## config.mk

```make
export PLATFORM = sky130hd
export DESIGN_NAME = branch_predict_tournament
export DESIGN_NICKNAME = d
export VERILOG_FILES = /design/src/rtl/branch_predict_tournament.sv
export SDC_FILE = /design/constraint.sdc
export NUM_CORES = 2
export LEC_CHECK = 0
export BUFFER_PORTS_ARGS = -buffer_cell sky130_fd_sc_hd__buf_4
export CAP_MARGIN = 30
export CORE_MARGIN = 2
export CORE_UTILIZATION = 25
export CTS_CLUSTER_SIZE = 12
export DETAILED_ROUTE_END_ITERATION = 7
export GPL_TIMING_DRIVEN = 0
export PLACE_DENSITY_LB_ADDON = 0.08
export SLEW_MARGIN = 0
export SYNTH_ARGS = -nofsm -noshare
export SYNTH_HDL_FRONTEND = slang
export SYNTH_SLANG_ARGS = --single-unit
export TNS_END_PERCENT = 20
```

## constraint.sdc

```tcl
create_clock -name clk -period 5.6 [get_ports clk]
set_input_delay 0 -clock clk [delete_from_list [all_inputs] [get_ports clk]]
set_output_delay 0 -clock clk [all_outputs]
set_load 0.05 [all_outputs]
```

## src/rtl/branch_predict_tournament.sv

```systemverilog
// branch_predict_tournament
//   Tournament branch predictor. A local two-level predictor (BHT + local PHT)
//   and a gshare predictor run side by side, and a per-PC chooser picks which
//   one drives the fetch prediction. The tables are read combinationally in F
//   from pcF. They are trained in M from the indices and component predictions
//   that the datapath carries down the pipe.
//
//   Ports
//     clk, rst           clock; synchronous active-low reset
//     predict_mode       0 local, 1 gshare, 2 tournament, 3 static not-taken
//     pcF                fetch PC
//     *F outputs         prediction and the indices/component predictions the
//                        pipeline must carry to M
//     branchM ... *M     resolved branch and its carried F-stage state
//     branch_cnt         committed branches (saturating)
//     mispredict_cnt     committed mispredictions (saturating)

// Bank of 2-bit saturating counters. There is one combinational read port and
// one write port. All entries reset to weakly-not-taken (2'b01).
module bpt_ctr_table #(
  parameter int IDX_BITS = 8
) (
  input  logic                clk,
  input  logic                rst,
  input  logic [IDX_BITS-1:0] rd_idx,
  output logic                rd_msb,
  input  logic                upd,
  input  logic [IDX_BITS-1:0] upd_idx,
  input  logic                up
);
  localparam int N = 1 << IDX_BITS;

  logic [1:0] tbl [N];

  assign rd_msb = tbl[rd_idx][1];

  always_ff @(posedge clk) begin
    if (!rst) begin
      for (int i = 0; i < N; i++) tbl[i] <= 2'b01;
    end else if (upd) begin
      if (up && tbl[upd_idx] != 2'b11)
        tbl[upd_idx] <= tbl[upd_idx] + 2'd1;
      else if (!up && tbl[upd_idx] != 2'b00)
        tbl[upd_idx] <= tbl[upd_idx] - 2'd1;
    end
  end
endmodule

module branch_predict_tournament #(
  parameter int PC_HASH_BITS    = 3,
  parameter int PHT_INDEX_BITS  = 7,
  parameter int GHR_BITS        = 8,
  parameter int CPHT_INDEX_BITS = 8,
  parameter int CNT_WIDTH       = 32
) (
  input  logic                       clk,
  input  logic                       rst,
  input  logic [1:0]                 predict_mode,
  input  logic [31:0]                pcF,
  output logic                       predict_takeF,
  output logic [PC_HASH_BITS-1:0]    pc_hashingF,
  output logic [PHT_INDEX_BITS-1:0]  PHT_indexF,
  output logic [GHR_BITS-1:0]        gPHT_indexF,
  output logic [CPHT_INDEX_BITS-1:0] cpht_indexF,
  output logic                       local_predF,
  output logic                       global_predF,
  input  logic                       branchM,
  input  logic                       actually_takenM,
  input  logic                       predict_resultM,
  input  logic [PC_HASH_BITS-1:0]    BHT_indexM,
  input  logic [PHT_INDEX_BITS-1:0]  PHT_indexM,
  input  logic [GHR_BITS-1:0]        gPHT_indexM,
  input  logic [CPHT_INDEX_BITS-1:0] cpht_indexM,
  input  logic                       local_predM,
  input  logic                       global_predM,
  output logic [CNT_WIDTH-1:0]       branch_cnt,
  output logic [CNT_WIDTH-1:0]       mispredict_cnt
);
  localparam int BHT_N = 1 << PC_HASH_BITS;

  logic [PHT_INDEX_BITS-1:0] bht [BHT_N];
  logic [GHR_BITS-1:0]       ghr;
  logic                      choose_global;
  logic                      unused_pc;

  // Only a low slice of pcF feeds the indices. The parameters decide which
  // bits are used, so the whole bus is folded here to keep lint quiet.
  assign unused_pc = ^pcF;

  // F-stage index generation
  assign pc_hashingF = pcF[PC_HASH_BITS+1:2];
  assign PHT_indexF  = bht[pc_hashingF];
  assign gPHT_indexF = pcF[GHR_BITS+1:2] ^ ghr;
  assign cpht_indexF = pcF[CPHT_INDEX_BITS+1:2];

  bpt_ctr_table #(.IDX_BITS(PHT_INDEX_BITS)) u_lpht (
    .clk(clk), .rst(rst), .rd_idx(PHT_indexF), .rd_msb(local_predF),
    .upd(branchM), .upd_idx(PHT_indexM), .up(actually_takenM)
  );

  bpt_ctr_table #(.IDX_BITS(GHR_BITS)) u_gpht (
    .clk(clk), .rst(rst), .rd_idx(gPHT_indexF), .rd_msb(global_predF),
    .upd(branchM), .upd_idx(gPHT_indexM), .up(actually_takenM)
  );

  // The chooser trains only when the components disagreed. It moves toward
  // gshare (MSB set) when gshare was the one that got it right.
  bpt_ctr_table #(.IDX_BITS(CPHT_INDEX_BITS)) u_cpht (
    .clk(clk), .rst(rst), .rd_idx(cpht_indexF), .rd_msb(choose_global),
    .upd(branchM && (local_predM != global_predM)), .upd_idx(cpht_indexM),
    .up(global_predM == actually_takenM)
  );

  always_comb begin
    predict_takeF = 1'b0;
    case (predict_mode)
      2'd0: predict_takeF = local_predF;
      2'd1: predict_takeF = global_predF;
      2'd2: predict_takeF = choose_global ? global_predF : local_predF;
      default: predict_takeF = 1'b0;
    endcase
  end

  // The local histories and the GHR are updated only from resolved outcomes.
  // Nothing in them is speculative, so there is nothing to repair on a flush.
  always_ff @(posedge clk) begin
    if (!rst) begin
      for (int i = 0; i < BHT_N; i++) bht[i] <= '0;
      ghr <= '0;
    end else if (branchM) begin
      bht[BHT_indexM] <= {bht[BHT_indexM][PHT_INDEX_BITS-2:0], actually_takenM};
      ghr             <= {ghr[GHR_BITS-2:0], actually_takenM};
    end
  end

  always_ff @(posedge clk) begin
    if (!rst) begin
      branch_cnt     <= '0;
      mispredict_cnt <= '0;
    end else if (branchM) begin
      if (branch_cnt != '1)
        branch_cnt <= branch_cnt + CNT_WIDTH'(1);
      if ((predict_resultM != actually_takenM) && (mispredict_cnt != '1))
        mispredict_cnt <= mispredict_cnt + CNT_WIDTH'(1);
    end
  end
endmodule
```

==> flow_summary.json <==
{
  "fin_crit_sh_pct": 104,
  "wl_microns": 428000,
  "cts_buffer_depth": 4,
  "reg2reg_to": "u_gpht.tbl[226][0]$_SDFFCE_PN1P_",
  "grt_pass1_wl_microns": 559000,
  "combPwrFrac_pct": 15.5,
  "vias": 59900,
  "dr.first_iter.drc_count": 8578,
  "avgViaCountPerCell": 5.75,
  "io_pins": 160,
  "min_path_cells": 5,
  "tns_ns": -4.68,
  "place.port_buffers": 113,
  "cts.sinks": 1408,
  "instances_no_fill": 10400,
  "arrival_ns": 6.29,
  "slew-limit-headroom_pct": 19.0,
  "grt_max_degree": 14,
  "timing.rr.start": "u_gpht.tbl[67][0]$_SDFFCE_PN1P_",
  "crit_path_max_incr_delay_ns": 0.73,
  "core_sq_um": 294000,
  "overflow": 0,
  "ys_ff_latch": 1408,
  "min-delay-start": "gPHT_indexM[7]",
  "synth_top_area_cell": "edfxtp_1",
  "num_rows": 199,
  "drive_gt1_share_pct": 23.4,
  "p_leak_nw": 25.4,
  "finClkSkew_ns": 0.0686,
  "hold_class": "in -> reg",
  "grt_pass1_vias": 57600,
  "violations": "negative setup slack",
  "worstRegToRegCells": 12,
  "setup_viol": 116,
  "place.gp.congestion": 0.958,
  "critPathTopFamily": "buffers and inverters",
  "cts_tree": "yes",
  "switching_share_pct": 29.9,
  "nets": 6423,
  "dpl.hpwl_microns": 313000,
  "yosysUniqueCellTypes": 83,
  "clk_latency_ns": 0.89,
  "tightest_slew_ns": 1.21,
  "cts_root_buf": "clkbuf_16",
  "synth_edf_count": 1336,
  "final_common_cell": "edfxtp_1",
  "cp-end-kind": "flip-flop",
  "initial_core_util_pct": 25.1,
  "fin_crit_ns": 5.80,
  "mostFrequentLayoutCells": "edfxtp_1, nand2_1, nor2_1, mux4_2, clkbuf_1",
  "first_pass_iters": 6,
  "yosys_warnings": 0,
  "timing_worst_setup_path_type": "in -> reg",
  "path_buf_inv": 6,
  "ir_worst_vdd_mv": 0.191,
  "fp.dieH_microns": 548,
  "drv_cap": 0,
  "hold-path-endpoint": "u_gpht.tbl[162][1]$_SDFFCE_PN0P_",
  "netlist_top_cells_area": "edfxtp_1, mux4_2, nor2_1",
  "synth_seq_area_share_pct": 56.2,
  "path_cells": "buf_2, clkbuf_1, buf_8, clkbuf_2, mux4_2, mux4_2, mux2i_1, nor4b_1, nor4_1, o211ai_1, nor2b_1, a21o_1, clkdlybuf4s15_1, clkbuf_1, o31ai_1",
  "synth_ff_type": "edfxtp_1",
  "power_frac_seq_pct": 42.7,
  "cp.required_ns": 6.08,
  "rsz0062_at_grt": "yes",
  "dpl.cell_count": 10100,
  "cts.clk_slew.worst_paths_ns": 0.06,
  "syn_nets": 5929,
  "drc_errors": 0,
  "synthesis.area_sq_um": 74000,
  "internal_power_mw": 19.4,
  "clkPwrFrac_pct": 41.8,
  "status": "complete, but fails checks",
  "synth_cells": 5860,
  "hold_viol_final": 0,
  "slew_viol_final": 0,
  "r2r_slack_ns": -0.08,
  "slowest_stage": "clkdlybuf4s15_1",
  "numCtsBuffers": 181,
  "crit_fanout": 11,
  "synth.avg_cell_area_sq_um": 12.6,
  "die_area_sq_um": 300000,
  "setup_slack_ns": -0.201,
  "power.density_nw_per_um2": 312,
  "grt_usage_pct": 27.8,
  "wl_per_cell_microns": 41.1,
  "synth_top_area_share_pct": 54.2,
  "async_flop_share_pct": 0,
  "area_growth_pct": 19.9,
  "drtAntennaViolNets": 0,
  "cts_max_level": 4,
  "p_sw_mw": 8.26,
  "fmax_mhz": 172,
  "start_kind": "primary input",
  "die_w_microns": 548,
  "antenna_found_initial": 42
}
-- worst reg2reg max path, delay by kind of cell (launching register included) --
kind	cells	cell delay [ns]
AOI/OAI and AO/OA	3	1.36
and+or+nand+nor	4	1.11
buffers and inverters	3	1.52
DFF	1	0.37
muxes	2	0.96
-- cell usage after synthesis, types with 15 or more instances --
cell and count:
nor2b_1 37, nand3_1 343, xnor2_1 32, a221oi_1 31
nand2b_1 26, o21ai_1 258, buf_4 30, o22ai_1 21
o31ai_1 122, xor2_1 34, buf_1 58, o21ai_0 293
edfxtp_1 1336, a21oi_1 32, mux4_2 515, nor3_1 248
nand4_1 15, dfxtp_1 72, mux2_2 67, inv_1 27
buf_2 123, mux2i_1 102, and2_1 29, clkbuf_1 449
buf_6 19, nor2_1 549, and3_1 29, or3_1 80
a22oi_1 30, or2_2 27, nor4_1 121, nand2_1 539
-- area by class of cell --
class,instances,area (sq um)
timing repair buffer,315,3710
sequential,1408,41600
antenna,15,37.5
tap,3919,4900
clock buffer,221,4720
clock inverter,96,787
fill,30000,206000
multi-input combinational,3738,29600
buffer,678,3310
inverter,32,121
-- flip-flops by register name, indices dropped and copies added, names as in the netlist --
name,count
u_lpht.tbl,256
u_gpht.tbl,512
u_cpht.tbl,512
mispredict_cnt,32
bht,56
branch_cnt,32
ghr,8
-- how the worst max path moves through the flow --
stage / startpoint / end / cells after the start
finish: gPHT_indexM[1] / u_gpht.tbl[226][0]$_SDFFCE_PN1P_ / 15
detailed placement: gPHT_indexM[0] / u_gpht.tbl[25][0]$_SDFFCE_PN1P_ / 17
floorplan: pcF[2] / predict_takeF / 13
global route: gPHT_indexM[0] / u_gpht.tbl[226][0]$_SDFFCE_PN1P_ / 15
CTS: ghr[0]$_SDFFE_PN0P_ / predict_takeF / 14
global placement: gPHT_indexM[1] / u_gpht.tbl[62][0]$_SDFFCE_PN1P_ / 11
-- per-stage QoR --
stage                     setup slack (ns)  hold WS [ns]  power [mW]  cell area, sq um  utilization (%)
after global placement               -3.40         0.255        15.9             79800             27.1
after CTS                          -0.0717        0.0305        27.6             88500             30.1
after global routing                -0.256         0.122        28.1             88700             30.1
after floorplan                       1.31         0.167        14.0             74000                -
after detailed placement             -2.19         0.255        16.1             82600             28.1
final                               -0.201        0.0719        27.7             88700             30.1
-- logic make-up after synthesis --
| group | share of synthesized area (%) |
|---|---|
| XOR/XNOR | 0.781 |
| multiplexers | 18.1 |
| adder cells (fa/ha/maj) | 0.0338 |
| flip-flops | 56.2 |
| AO/OA/AOI/OAI | 7.01 |
| AND/OR/NAND/NOR | 13.7 |
| buffers and inverters | 4.22 |
-- power groups by stage --
stage / Sequential, mW / Combinational, mW / Clock (mW)
detailed placement: 12.0 / 4.11 / 0
floorplan: 12.0 / 2.01 / 0
global route: 11.8 / 4.32 / 12.0
global placement: 12.0 / 3.92 / 0
CTS: 11.8 / 4.15 / 11.7
finish: 11.8 / 4.29 / 11.6
-- routing by layer --
layer,share of wire (%),up-vias,global-route usage [%],routed length [microns]
li1,-,23600,-,-
met1,42,31800,38.2,179000
met2,44,3711,43.0,190000
met3,9.1,741,5.75,38800
met4,4.6,12,10.7,19700
met5,0.019,-,0,81
-- timing repair --
| action | 4_1_cts | 5_1_grt |
|---|---|---|
| pin swaps | 2 | 1 |
| setup endpoints to repair | 2175 | 660 |
| hold endpoints to repair | 68 | 0 |
| gates resized for setup | 93 | 62 |
| hold buffers | 18 | 0 |
| setup buffers | 1 | 3 |
(Power assumes the default switching activity.)
